===== src/rtl/palindrome_window_det.sv =====
// Serial-bit palindrome detector with a runtime-selectable window length.
// Flags a palindromic window combinationally and counts matches, saturating at the counter maximum.
module palindrome_window_det #(
  parameter int unsigned MAX_LEN = 8,
  parameter int unsigned CNT_W   = 8,
  parameter int unsigned LEN_W   = $clog2(MAX_LEN + 1)
) (
  input  logic             clk,
  input  logic             reset_n,
  input  logic             x_valid_i,
  input  logic             x_i,
  input  logic [LEN_W-1:0] len_i,
  input  logic             clear_i,
  output logic             palindrome_o,
  output logic             window_full_o,
  output logic [CNT_W-1:0] match_cnt_o,
  output logic             cfg_err_o
);

  localparam int unsigned HIST_W = MAX_LEN - 1;
  localparam int unsigned FILL_W = $clog2(MAX_LEN);
  localparam logic [FILL_W-1:0] FILL_MAX = FILL_W'(MAX_LEN - 1);
  localparam logic [CNT_W-1:0]  CNT_MAX  = '1;

  logic [HIST_W-1:0]  hist_q;
  logic [FILL_W-1:0]  fill_q;
  logic [LEN_W-1:0]   len_q;
  logic [CNT_W-1:0]   cnt_q;

  logic [MAX_LEN-1:0] win;
  logic               sym;
  logic               fill_ok;
  logic               len_same;
  logic               cfg_err;
  logic               match;

  // win[0] is the incoming bit, win[k] the k-th most recent history bit
  assign win      = {hist_q, x_i};
  assign len_same = (len_i == len_q);
  assign cfg_err  = (len_q < LEN_W'(2)) || (len_q > LEN_W'(MAX_LEN));
  assign fill_ok  = (32'(fill_q) + 32'd1) >= 32'(len_q);

  // Mirror-pair comparison over the first L bits; middle bit of odd L is unpaired
  always_comb begin
    sym = 1'b1;
    for (int k = 0; k < int'(MAX_LEN); k++) begin
      for (int j = 0; j < int'(MAX_LEN); j++) begin
        if ((k < int'(len_q) / 2) && (j == int'(len_q) - 1 - k) && (win[k] != win[j])) begin
          sym = 1'b0;
        end
      end
    end
  end

  assign match         = x_valid_i && !clear_i && len_same && !cfg_err && fill_ok && sym;
  assign palindrome_o  = match;
  assign window_full_o = fill_ok && !cfg_err && len_same;
  assign cfg_err_o     = cfg_err;
  assign match_cnt_o   = cnt_q;

  // History, fill level, latched length and match counter
  always_ff @(posedge clk or negedge reset_n) begin
    if (!reset_n) begin
      hist_q <= '0;
      fill_q <= '0;
      len_q  <= '0;
      cnt_q  <= '0;
    end else if (clear_i) begin
      hist_q <= '0;
      fill_q <= '0;
      cnt_q  <= '0;
      len_q  <= len_i;
    end else if (!len_same) begin
      // New window length restarts the fill; a valid bit here opens the new window
      len_q  <= len_i;
      fill_q <= x_valid_i ? FILL_W'(1) : '0;
      if (x_valid_i) begin
        hist_q <= HIST_W'({hist_q, x_i});
      end
    end else begin
      if (x_valid_i) begin
        hist_q <= HIST_W'({hist_q, x_i});
        if (fill_q != FILL_MAX) begin
          fill_q <= fill_q + FILL_W'(1);
        end
      end
      if (match && (cnt_q != CNT_MAX)) begin
        cnt_q <= cnt_q + CNT_W'(1);
      end
    end
  end

endmodule


===== config.mk =====
export PLATFORM = sky130hd
export DESIGN_NAME = palindrome_window_det
export DESIGN_NICKNAME = d
export VERILOG_FILES = /design/src/rtl/palindrome_window_det.sv
export SDC_FILE = /design/constraint.sdc
export NUM_CORES = 1
export LEC_CHECK = 0
export BUFFER_PORTS_ARGS = -buffer_cell sky130_fd_sc_hd__buf_2
export CAP_MARGIN = 20
export CORE_AREA = 2 2 71 73
export CTS_CLUSTER_DIAMETER = 100
export CTS_CLUSTER_SIZE = 28
export DETAILED_ROUTE_END_ITERATION = 8
export DIE_AREA = 0 0 73 75
export GPL_ROUTABILITY_DRIVEN = 0
export PLACE_DENSITY = 0.82
export SETUP_SLACK_MARGIN = 0.2
export SLEW_MARGIN = 40
export SYNTH_ARGS = -nofsm -noshare
export SYNTH_HDL_FRONTEND = slang
export SYNTH_SLANG_ARGS = --single-unit
export TNS_END_PERCENT = 50

===== constraint.sdc =====
create_clock -name clk -period 5.72 [get_ports clk]
set_input_delay 1.144 -clock clk [delete_from_list [all_inputs] [get_ports clk]]
set_output_delay 1.144 -clock clk [all_outputs]
set_load 0.01 [all_outputs]

Word-level counts from Yosys, hierarchy flattened --
Index checks and enable logic that the tools add are counted.
Word-level totals: register bits 22, bits of input ports 9, output and inout bits 11
Cells by class: add/subtract/negate cells 11, order comparisons 11, equal/unequal tests 111, muxes and demuxes 68, reduce and logical (&&, ||, !) cells 135
Operators by type and width (count):
- equality test 4 x 32 -> 1 bit, first input constant | 28
- equality test 3 x 32 -> 1 bit, first input constant | 14
- equality test 2 x 32 -> 1 bit, first input constant | 7
- zero test 32 bit | 7
- subtractor 32 x 4 -> 32 bit, second input constant | 4
- logical AND 1 bit | 120
- subtractor 32 x 3 -> 32 bit, second input constant | 2
- 2-to-1 mux 1 bit | 57
- inequality test 1 bit | 56
- subtractor 32 x 2 -> 32 bit, second input constant | 1
- 2-to-1 mux 8 bit | 3
- 2-to-1 mux 7 bit | 2
- < comparator 3 bit, first input constant | 4
- 2-to-1 mux 3 bit | 4
- adder 8 x 1 -> 8 bit, second input constant | 1
- 2-to-1 mux 4 bit | 2
- inequality test 8 bit, second input constant | 1
- < comparator 1 x 3 -> 1 bit, first input constant | 2
- < comparator 2 x 3 -> 1 bit, first input constant | 2
- inequality test 3 bit, second input constant | 2
- nonzero test 2 bit | 3
- subtractor 4 x 1 -> 5 bit, second input constant | 1
- adder 3 x 1 -> 4 bit, second input constant | 1
- equality test 4 bit | 1
- 9 further kinds | 11

Logic depth before layout (Yosys ltp) --
Gate-level depths: netlist (run 1).
depth in word-level cells 65, gate-level depth with buffers 19

Least setup slack after synthesis (run 1) --
OpenSTA, ideal clock, no wires.
kind register to output, start point register len_q[0], end point output port palindrome_o, arrival 3.896 ns, slack 0.680 ns, stages on the path, launching flop included 15, buffers on the path 2, path through dfrtp_1 > buf_2 > inv_1 > ha_1 > buf_6 > nor2b_2 > nand2_1 > ha_1 > o21ai_0 > ha_1 > or4b_2 > nor4_1 > nand4_2 > nand4b_4 > nor2_1
On the way: cells in the longest elaborated chain, start to end 61, elaborated cells between the ends (all ways) 242, classes of those cells 8 x add/sub; 3 x order compare; 50 x eq/ne; 56 x mux; 125 x reduce/logical
Ends and longest elaborated chain:
- start, declared | line 27 | logic [LEN_W-1:0] len_q;
- start signal, assigned | line 72 | len_q <= len_i;
- start signal, assigned | line 75 | len_q <= len_i;
- parallel branches: the longest is 60 deep, another holds subtractor 32 x 2 -> 32 bit
- logical AND 1 bit (*) | line 55 | assign match = x_valid_i && !clear_i && len_same && !cfg_err && fill_ok && sym;
- end, declared | line 14 | output logic palindrome_o,
Every way passes the cells marked *.

Worst setup path in the final report (run 1) --
Ends and elaborated chain as after synthesis.

==> metrics.md, run 1 <==
| Metric | Value |
|---|---|
| Leading cell types in the layout, fill and taps excluded | 44 x ha_1, 26 x xor2_1, 23 x nand2_1, 22 x nor2_1, 22 x dfrtp_1 |
| CTS Root Cell | clkbuf_8 |
| Crit end category | output port |
| Share of layout cells above drive strength 1 | 15.36% |
| GRT overflow | 0 |
| RSZ-0062 raised after global routing | false |
| Rel. slew slack | 48.69% |
| Synth unique cells | 60 |
| Global-route wire length before repair | 10830 um |
| CTS tree | built |
| Multi-input gate area | 0.002145 sq mm |
| Syn Area/Cell | 8.732 sq um |
| Layout Nets | 388 |
| Final TNS setup | 0 ns |
| Total track usage | 25.16% |
| Dpl hpwl | 4963 um |
| Number of synthesized flops with an enable pin | 0 |
| Cell family with the largest share of critical-path delay | simple AND/OR/NAND/NOR gates |
| Post-DRT Antenna Nets | 0 |
| Setup Viol. Count Final | 0 |
| WS Path Type | register to output port |
| Row cnt | 25 |
| Initial antenna violation count | 0 |
| Top cell type's share of synthesized area | 19.72% |
| CP dominant cell by count | inv_1 |
| VDD IR max | 0.1350 mV |
| Worst skew pair latency | 0.26 ns |
| Worst Hold End | fill_q[2] |
| Max_cap viols | 0 |
| Iter 0 DRT Violations | 174 |
| Filler cell count | 371 |
| Area of the core | 0.004661 sq mm |
| Hold Path Depth | 2 |
| Hold Buf Count CTS | 0 |
| Final cell count without fillers | 386 |
| Slowest library cell on the worst path | or4_1 |
| Synthesis-stage register bit count | 22 |
| N_diodes | 0 |
| CP Cell Sequence | inv_1 > ha_2 > xnor2_2 > inv_1 > ha_1 > inv_1 > nand3_1 > a21o_1 > ha_1 > or4_1 > nor4_1 > o211ai_2 > nand4_4 > nor2_1 > buf_2 |
| Clock sink count | 22 |
| Post-synth ARST share | 100.0% |
| Reg area | 550.5 sq um |
| Power density over cell area | 137.5 mW/mm^2 |
| Via/cell ratio | 6.140 |
| Syn nets | 381 |
| TritonRoute pass-1 iters | 4 |
| CTS buffer count | 3 |
| Die Wd | 73 um |
| Outcome | finished clean |
| Worst path max stage delay | 0.51 ns |
| P_leak | 0.001461 uW |
| Dpl cells | 383 |
| R2R depth | 15 |
| Die area | 0.005475 sq mm |
| Detailed Route WL | 6295 um |
| DR DRC count | 0 |
| Crit path depth | 15 |
| Synth Flop Type | dfrtp_1 |
| Period utilization | 90.76% |
| Fin crit period | 5.191 ns |
| RR Startpoint | len_q[0] |
| Total number of vias | 2370 |
| WL per Instance | 16.31 um |
| Clock Pin Slew Worst Setup and Hold Paths | 0.07 ns |
| Worst setup SP type | register |
| IO Pins | 20 |
| Initial core utilization | 61.26% |
| Area contributors post-synth | ha_1 20%, dfrtp_1 19%, xor2_1 8.0% |
| Leading cell type in the layout, fill and taps excluded | ha_1 |
| Post-Synthesis Cells | 327 |
| Max Clock Skew | 0.001885 ns |
| Worst min path class | register to register |
| PortBufs | 19 |
| Area Overhead vs Synth | 5.215% |
| Least-Margin Pin Slew | 0.7632 ns |
| Vias in the first global route | 2243 |
| CP arrival | 4.05 ns |
| RR Endpoint | match_cnt_o[2] |
| Hold Fails Final Rpt | 0 |
| WP buf/inv | 4 |
| Worst reg2reg setup slack | 1.57 ns |
| Maximum operating frequency | 192.6 MHz |
| H-tree depth | 1 |
| Max-slew violation count | 0 |
| Post-Syn Area | 0.002855 sq mm |
| Register area share after synthesis | 19.28% |
| CP Data Required Time | 4.58 ns |
| Clock Tree Buf Depth | 2 |
| Synth area leader | ha_1 |
| Worst-path maximum fanout | 10 |
| Worst hold start | fill_q[2] |
| Largest net degree at the start of global routing | 25 |
| DIE HEIGHT | 75 um |
| Synthesis Warnings | 0 |
-- synthesized netlist by cell type (2+ instances only) --
cell type	count
nand2_1	24
buf_2	8
mux2i_1	12
a31oi_1	3
and3_1	3
a21oi_2	2
nor4b_2	2
nor2b_1	10
xor2_1	26
dfrtp_1	22
nor2_1	22
nand4b_1	2
or4_1	2
o21ai_0	9
a21oi_1	8
o21a_1	2
nor4bb_1	2
xnor2_1	3
nand2b_1	11
mux2_1	6
nand4_1	5
nor4_1	11
or4_4	2
ha_1	45
a21o_1	5
o211ai_1	2
and2_1	2
nand3_1	9
o21ai_1	2
buf_6	2
inv_1	15
nor4_2	2
a22oi_1	6
clkbuf_1	13
o2111ai_1	2
-- logic make-up (layout without fill, tap and decap cells) --
group                    count (synthesis)  count (layout)  share of synthesized area (%)
AO/OA/AOI/OAI                           52              52                          12.84
XOR/XNOR                                30              30                          9.466
buffers and inverters                   39              44                          6.003
adder cells (fa/ha/maj)                 45              45                          19.72
AND/OR/NAND/NOR                        121             121                          26.12
flip-flops                              22              22                          19.28
multiplexers                            18              18                          6.573
-- registers in the layout, summed over array words and instances (netlist names) --
signal and cells:
match_cnt_o 8, hist_q 7, len_q 4, fill_q 3
-- final cells by class --
type	instances	area share [%]
inverters	16	1.999
repair buffers	25	4.665
well taps	54	2.249
multi-input cells	266	71.39
clock buffers	3	1.374
flip-flops and latches	22	18.33
-- tightest hold or removal path: stages (launching register included) --
cell and delay (ns):
dfrtp_1 0.38, mux2i_1 0.08, nor2_1 0.08
-- layer usage --
layer | vias up | wire length (um) | GRT usage, %
met5 | - | 0 | 0
met2 | 62 | 3092 | 43.24
li1 | 1182 | - | -
met3 | 14 | 227 | 1.606
met4 | 0 | 131 | 9.053
met1 | 1112 | 2844 | 33.56
-- worst max-delay path by stage --
stage,start,to,slack (ns)
after floorplan,len_q[0],palindrome_o,0.68
after global placement,len_q[0],palindrome_o,0.82
after detailed placement,len_q[0],palindrome_o,0.66
after CTS,len_q[0],palindrome_o,0.36
after global routing,len_q[0],palindrome_o,0.21
final,len_q[0],palindrome_o,0.53
-- through the flow --
step | setup slack (ns) | util, % | cell area, sq um | hold WS [ns] | total power (uW)
4_1_cts | 0.3637 | 64.21 | 2993 | 0.5886 | 413.4
5_1_grt | 0.2127 | 64.46 | 3004 | 0.6038 | 441.7
3_3_place_gp | 0.8168 | 63.33 | 2952 | 0.5434 | 315.2
3_5_place_dp | 0.6630 | 63.33 | 2952 | 0.5684 | 319.8
6_report | 0.5288 | 64.46 | 3004 | 0.5873 | 413.1
2_1_floorplan | 0.6796 | - | 2855 | 0.5091 | 284.0
-- power breakdown --
group | total [uW] | switching (uW) | internal, uW
clock | 92.9 | 46.0 | 46.9
sequential | 165 | 6.71 | 158
combinational | 155 | 91.6 | 63.8
total | 413 | 144 | 269
-- what timing repair did --
action,in CTS,in global routing
resized for setup,0,3
setup buffers,0,0
endpoints found under the setup margin,0,1
No activity file was read; power rests on OpenSTA's default activity.
==> run 2: changes to the inputs <==
PLACE_DENSITY = 0.9   (was 0.82)
==> metrics.md, run 2 (synthesis gave the netlist of run 1 again) <==
| Metric | Value |
|---|---|
| WL per Instance | 18.12 um (+11%) |
| CTS buffer count | 3 (unchanged) |
| Final worst setup slack | 0.4454 ns (-0.08333 ns) |
| P_leak | 0.001477 uW (+1.1%) |
| Busiest metal layer after global routing | met2 |
| Dpl hpwl | 5031 um (+1.4%) |
| Rel. slew slack | 53.17% (+4.5 points) |
| Met1 Use GR | 31.31% (-2.2 points) |
| Setup Buffers After CTS | 0 (unchanged) |
| Clock Tree Buf Depth | 2 (unchanged) |
| Global-route wire length before repair | 11430 um (+5.5%) |
| Final TNS setup | 0 ns (unchanged) |
| Met2 Use GR | 47.75% (+4.5 points) |
| Fin crit period | 5.275 ns (+0.08333 ns) |
| Total number of vias | 2548 (+7.5%) |
| Worst skew pair latency | 0.27 ns (about the same) |
| Total track usage | 26.69% (+1.5 points) |
| Worst setup SP type | register |
| Detailed Route WL | 7014 um (+11%) |
| Clock sink count | 22 (unchanged) |
| Via/cell ratio | 6.584 (+7.2%) |
| Dpl cells | 383 (unchanged) |
| Comb pwr share | 34.5% (-3.1 points) |
| Clock Pin Slew Worst Setup and Hold Paths | 0.08 ns (about the same) |
| Fin util | 65.18% (+0.72 points) |
| CP arrival | 4.13 ns (+0.08 ns) |
| Row cnt | 25 (unchanged) |
| Largest register FFs | 8 (unchanged) |
| Hold_ws | 0.5642 ns (-0.02311 ns) |
| Layout Nets | 388 (unchanged) |
| Filler cell count | 336 (-9.4%) |
| Vias in the first global route | 2477 (+10%) |
| RSZ-0062 raised after global routing | false |
| Hold Fails Final Rpt | 0 (unchanged) |
| Area Overhead vs Synth | 6.398% |
| Maximum operating frequency | 189.6 MHz (-1.6%) |
| CTS Root Cell | clkbuf_8 |
| Crit end category | output port |
| N_diodes | 0 (unchanged) |
| Initial antenna violation count | 0 (unchanged) |
| CTS tree | built |
| Die area | 0.005475 sq mm (unchanged) |
| CP Data Required Time | 4.58 ns (about the same) |
| Clock network power share | 30.9% (+8.4 points) |
| Setup Viol. Count Final | 0 (unchanged) |
| Post-DRT Antenna Nets | 0 (unchanged) |
| Sw Ratio | 33.17% (-1.8 points) |
| Max-slew violation count | 0 (unchanged) |
| H-tree depth | 1 (unchanged) |
| Leading cell type in the layout, fill and taps excluded | ha_1 |
| Sequential share of power | 34.6% (-5.3 points) |
| Period utilization | 92.21% (+1.5 points) |
| PortBufs | 19 (unchanged) |
| DIE HEIGHT | 75 um (unchanged) |
| Share of layout cells above drive strength 1 | 15.32% (-0.046 points) |
| Area of the core | 0.004661 sq mm (unchanged) |
| VDD IR max | 0.1890 mV (+40%) |
| TritonRoute pass-1 iters | 5 (+1) |
| GRT overflow | 0 (unchanged) |
| DR DRC count | 0 (unchanged) |
| Max Clock Skew | 0.003601 ns (+0.001716 ns) |
| IO Pins | 20 (unchanged) |
| WS Path Type | register to output port |
| Leading cell types in the layout, fill and taps excluded | 44 x ha_1, 26 x xor2_1, 23 x nand2_1, 22 x nor2_1, 22 x dfrtp_1 |
| Worst-path maximum fanout | 10 (unchanged) |
| P_sw | 157.2 uW (+8.9%) |
| Setup WS pre-CTS | 0.6362 ns (-0.02676 ns) |
| Least-Margin Pin Slew | 0.6974 ns (-0.06585 ns) |
| Iter 0 DRT Violations | 159 (-8.6%) |
| Final cell count without fillers | 387 (+0.26%) |
| Largest net degree at the start of global routing | 25 (unchanged) |
| Worst reg2reg setup slack | 1.51 ns (-0.06 ns) |
| Pint | 316.6 uW (+18%) |
| Outcome | finished clean |
| Power density over cell area | 156.0 mW/mm^2 (+13%) |
| Max_cap viols | 0 (unchanged) |
| Met3 Track Usage GR | 3.882% (+2.3 points) |
| Initial core utilization | 61.26% (unchanged) |
| Worst min path class | register to register |
| Die Wd | 73 um (unchanged) |
-- run 2: worst paths after layout --
| kind | cells past startpoint | from | end |
|---|---|---|---|
| setup / recovery | 14 | len_q[0] | palindrome_o |
| hold / removal | 2 | fill_q[2] | fill_q[2] |
| setup reg to reg | 14 | len_q[0] | match_cnt_o[5] |
| hold reg to reg | 2 | fill_q[2] | fill_q[2] |
| max in group asynchronous | 1 | reset_n | len_q[0] |
| min in group asynchronous | 1 | reset_n | match_cnt_o[7] |
-- run 2: critical path, stage by stage (launching register included) --
cell and delay [ns]:
dfrtp_1 0.42, inv_1 0.25, ha_4 0.28, xnor2_2 0.17
ha_1 0.30, or4_4 0.55, nor2_4 0.11, a21oi_2 0.05
ha_1 0.27, or4b_2 0.63, nor4_1 0.26, nand4_2 0.19
nand4b_4 0.18, nor2_1 0.07, buf_2 0.14
-- run 2: layout make-up --
cell class / instances / area [sq um] / area share, %
clock inverter: 1 / 30.03 / 0.9885
inverter: 16 / 60.06 / 1.977
multi-input combinational: 266 / 2148 / 70.72
sequential: 22 / 550.5 / 18.12
tap: 54 / 67.56 / 2.224
timing repair buffer: 25 / 140.1 / 4.613
clock buffer: 3 / 41.29 / 1.359
-- run 2: metrics by stage --
stage / total power, uW / area, sq um
2_1_floorplan: 284.0 / 2855
3_3_place_gp: 312.5 / 2952
3_5_place_dp: 321.1 / 2952
4_1_cts: 469.2 / 3023
5_1_grt: 499.8 / 3038
6_report: 473.8 / 3038
-- run 2: timing repair --
item,4_1_cts,5_1_grt
hold buffers,0,0
endpoints found under the hold margin,0,0
gates resized for setup,0,3
setup endpoints to repair,0,1
-- run 2: layer usage --
layer | part of all wire [%] | routed length [um]
met1 | 39 | 2747
met2 | 50 | 3474
met3 | 7.3 | 510
met4 | 4.0 | 280
met5 | 0 | 0
-- run 2: power groups by stage --
| stage | clock network, uW | registers (uW) | logic [uW] |
|---|---|---|---|
| 2_1_floorplan | 0 | 164 | 120 |
| 3_3_place_gp | 0 | 166 | 146 |
| 3_5_place_dp | 0 | 167 | 155 |
| 4_1_cts | 147 | 164 | 158 |
| 5_1_grt | 154 | 164 | 182 |
| 6_report | 146 | 164 | 163 |
==> run 3: changes to the inputs <==
CORE_AREA = 2 2 79 66   (was 2 2 71 73)
DIE_AREA = 0 0 81 68   (was 0 0 73 75)
==> metrics.md, run 3 (synthesis gave the netlist of run 1 again) <==
| Metric | Value |
|---|---|
| GRT overflow | 0 (unchanged) |
| Total number of vias | 2533 (-0.59%) |
| Power density over cell area | 156.3 mW/mm^2 (+0.18%) |
| Max Clock Skew | 0.004526 ns (+0.0009253 ns) |
| Iter 0 DRT Violations | 235 (+48%) |
| RSZ-0062 raised after global routing | false |
| Max_cap viols | 0 (unchanged) |
| Fin crit period | 5.331 ns (+0.05681 ns) |
| Vias in the first global route | 2197 (-11%) |
| Least-Margin Pin Slew | 0.8214 ns (+0.1240 ns) |
| Worst hold start | fill_q[2] |
| Area of the core | 0.004777 sq mm (+2.5%) |
| Total track usage | 24.76% (-1.9 points) |
| P_leak | 0.001474 uW (-0.15%) |
| PortBufs | 19 (unchanged) |
| CTS tree | built |
| Leading cell types in the layout, fill and taps excluded | 44 x ha_1, 26 x xor2_1, 24 x nand2_1, 22 x nor2_1, 22 x dfrtp_1 |
| Clock network power share | 31.8% (+0.9 points) |
| Comb pwr share | 33.5% (-1.0 points) |
| Via/cell ratio | 6.413 (-2.6%) |
| CTS buffer count | 3 (unchanged) |
| Max-slew violation count | 0 (unchanged) |
| Hold Buf Count CTS | 0 (unchanged) |
| P_sw | 158.7 uW (+0.98%) |
| Worst setup SP type | register |
| DIE HEIGHT | 68 um (-9.3%) |
| Worst min path class | register to register |
| Die area | 0.005508 sq mm (+0.60%) |
| Largest register FFs | 8 (unchanged) |
| Area Overhead vs Synth | 6.310% (about the same) |
| Initial antenna violation count | 0 (unchanged) |
| CTS Root Cell | clkbuf_8 |
| Largest net degree at the start of global routing | 25 (unchanged) |
| Hold Path Depth | 2 (unchanged) |
| Sequential share of power | 34.7% (about the same) |
| Setup Buffers After CTS | 0 (unchanged) |
| Rel. slew slack | 44.78% (-8.4 points) |
| Share of layout cells above drive strength 1 | 15.02% (-0.30 points) |
| Worst skew pair latency | 0.27 ns (about the same) |
| Die Wd | 81 um (+11%) |
| Dpl hpwl | 5072 um (+0.81%) |
| RR Endpoint | match_cnt_o[7] |
| VDD IR max | 0.1020 mV (-46%) |
| CP Cell Sequence | inv_1 > ha_2 > xnor2_2 > ha_1 > or4_4 > nor2_4 > a21oi_2 > ha_1 > or4b_2 > nor4_1 > nand4_2 > nand4b_4 > nor2_1 > buf_2 |
| Hold_ws | 0.5803 ns (+0.01616 ns) |
| IO Pins | 20 (unchanged) |
| CP dominant cell by count | ha_1 |
| Initial core utilization | 59.77% (-1.5 points) |
| N_diodes | 0 (unchanged) |
| Post_cts resized | 0 (unchanged) |
| Cell Area, Placed | 0.002962 sq mm (+0.34%) |
| Post-DRT Antenna Nets | 0 (unchanged) |
| Final TNS setup | 0 ns (unchanged) |
| Clock Tree Buf Depth | 2 (unchanged) |
| Cell family with the largest share of critical-path delay | simple AND/OR/NAND/NOR gates |
| Row cnt | 23 (-8.0%) |
| H-tree depth | 1 (unchanged) |
| Detailed Route WL | 6912 um (-1.5%) |
| Maximum operating frequency | 187.6 MHz (-1.1%) |
| Worst-path maximum fanout | 10 (unchanged) |
| Worst path max stage delay | 0.63 ns (about the same) |
| RR Startpoint | len_q[0] |
| Slowest library cell on the worst path | or4b_2 |
| Period utilization | 93.21% (+0.99 points) |
| WS Path Type | register to output port |
| CP arrival | 4.19 ns (+0.06 ns) |
| Leading cell type in the layout, fill and taps excluded | ha_1 |
| Total Power | 474.3 uW (about the same) |
| Clock sink count | 22 (unchanged) |
| DR DRC count | 0 (unchanged) |
| TritonRoute pass-1 iters | 5 (unchanged) |
| Clock Pin Slew Worst Setup and Hold Paths | 0.09 ns (about the same) |
| Layout Nets | 388 (unchanged) |
| Outcome | finished clean |
| R2R depth | 14 (unchanged) |
| Post-route cell area | 0.003035 sq mm (about the same) |
| Global-route wire length before repair | 10590 um (-7.3%) |
| Setup Viol. Count Final | 0 (unchanged) |
| Worst reg2reg setup slack | 1.44 ns (-0.07 ns) |
| WL per Instance | 17.50 um (-3.5%) |
| Sw Ratio | 33.47% (+0.29 points) |
| Worst Hold End | fill_q[2] |
| WP buf/inv | 2 (unchanged) |
| Pint | 315.6 uW (-0.34%) |
| CP Data Required Time | 4.58 ns (about the same) |
| Crit end category | output port |
| Hold Fails Final Rpt | 0 (unchanged) |
[run 3: cell counts in the layout (fill, tap and decap cells not counted)]
No cell type changed its count.
[run 3: power groups by stage]
stage          Sequential, uW  Combinational (uW)  Clock, uW
2_1_floorplan             164                 120          0
3_3_place_gp              167                 147          0
3_5_place_dp              168                 153          0
4_1_cts                   165                 156        150
5_1_grt                   165                 177        156
6_report                  165                 159        151
[run 3: how the worst max path moves through the flow]
stage / slack [ns] / startpoint / depth (start not counted) / to
2_1_floorplan: 0.68 / len_q[0] / 14 / palindrome_o
3_3_place_gp: 0.78 / len_q[0] / 14 / palindrome_o
3_5_place_dp: 0.67 / len_q[0] / 14 / palindrome_o
4_1_cts: 0.30 / len_q[0] / 14 / palindrome_o
5_1_grt: 0.20 / len_q[0] / 14 / palindrome_o
6_report: 0.39 / len_q[0] / 14 / palindrome_o
[run 3: final cells by class]
class	instances	area (sq um)
multi-input cells	266	2136
fillers	392	1742
flip-flops and latches	22	550.5
repair buffers	25	140.1
well taps	62	77.57
inverters	16	60.06
clock buffers	3	41.29
clock inverters	1	30.03
[run 3: per-layer routing]
layer	vias up	global-route usage (%)	routed length [um]
met2	142	39.26	3120
li1	1181	-	-
met5	-	0	0
met4	0	6.568	130
met1	1198	34.55	3177
met3	12	4.881	484
[run 3: worst reg2reg max path: cells and delay by family, from the launching register on]
kind | cells | cell delay [ns]
xor+xnor | 1 | 0.18
mux | 1 | 0.35
compound gates | 1 | 0.05
fa+ha+maj | 3 | 0.93
buf+inv | 1 | 0.21
flops | 1 | 0.38
simple gates | 7 | 2.07
[run 3: per-stage QoR]
stage | instances | utilization [%] | setup slack [ns]
after detailed placement | 391 | 62.00 | 0.6730
after global placement | 391 | 62.00 | 0.7833
final | 395 | 63.54 | 0.3886
after global routing | 395 | 63.54 | 0.2031
after floorplan | 327 | - | 0.6796
after CTS | 395 | 63.49 | 0.2972
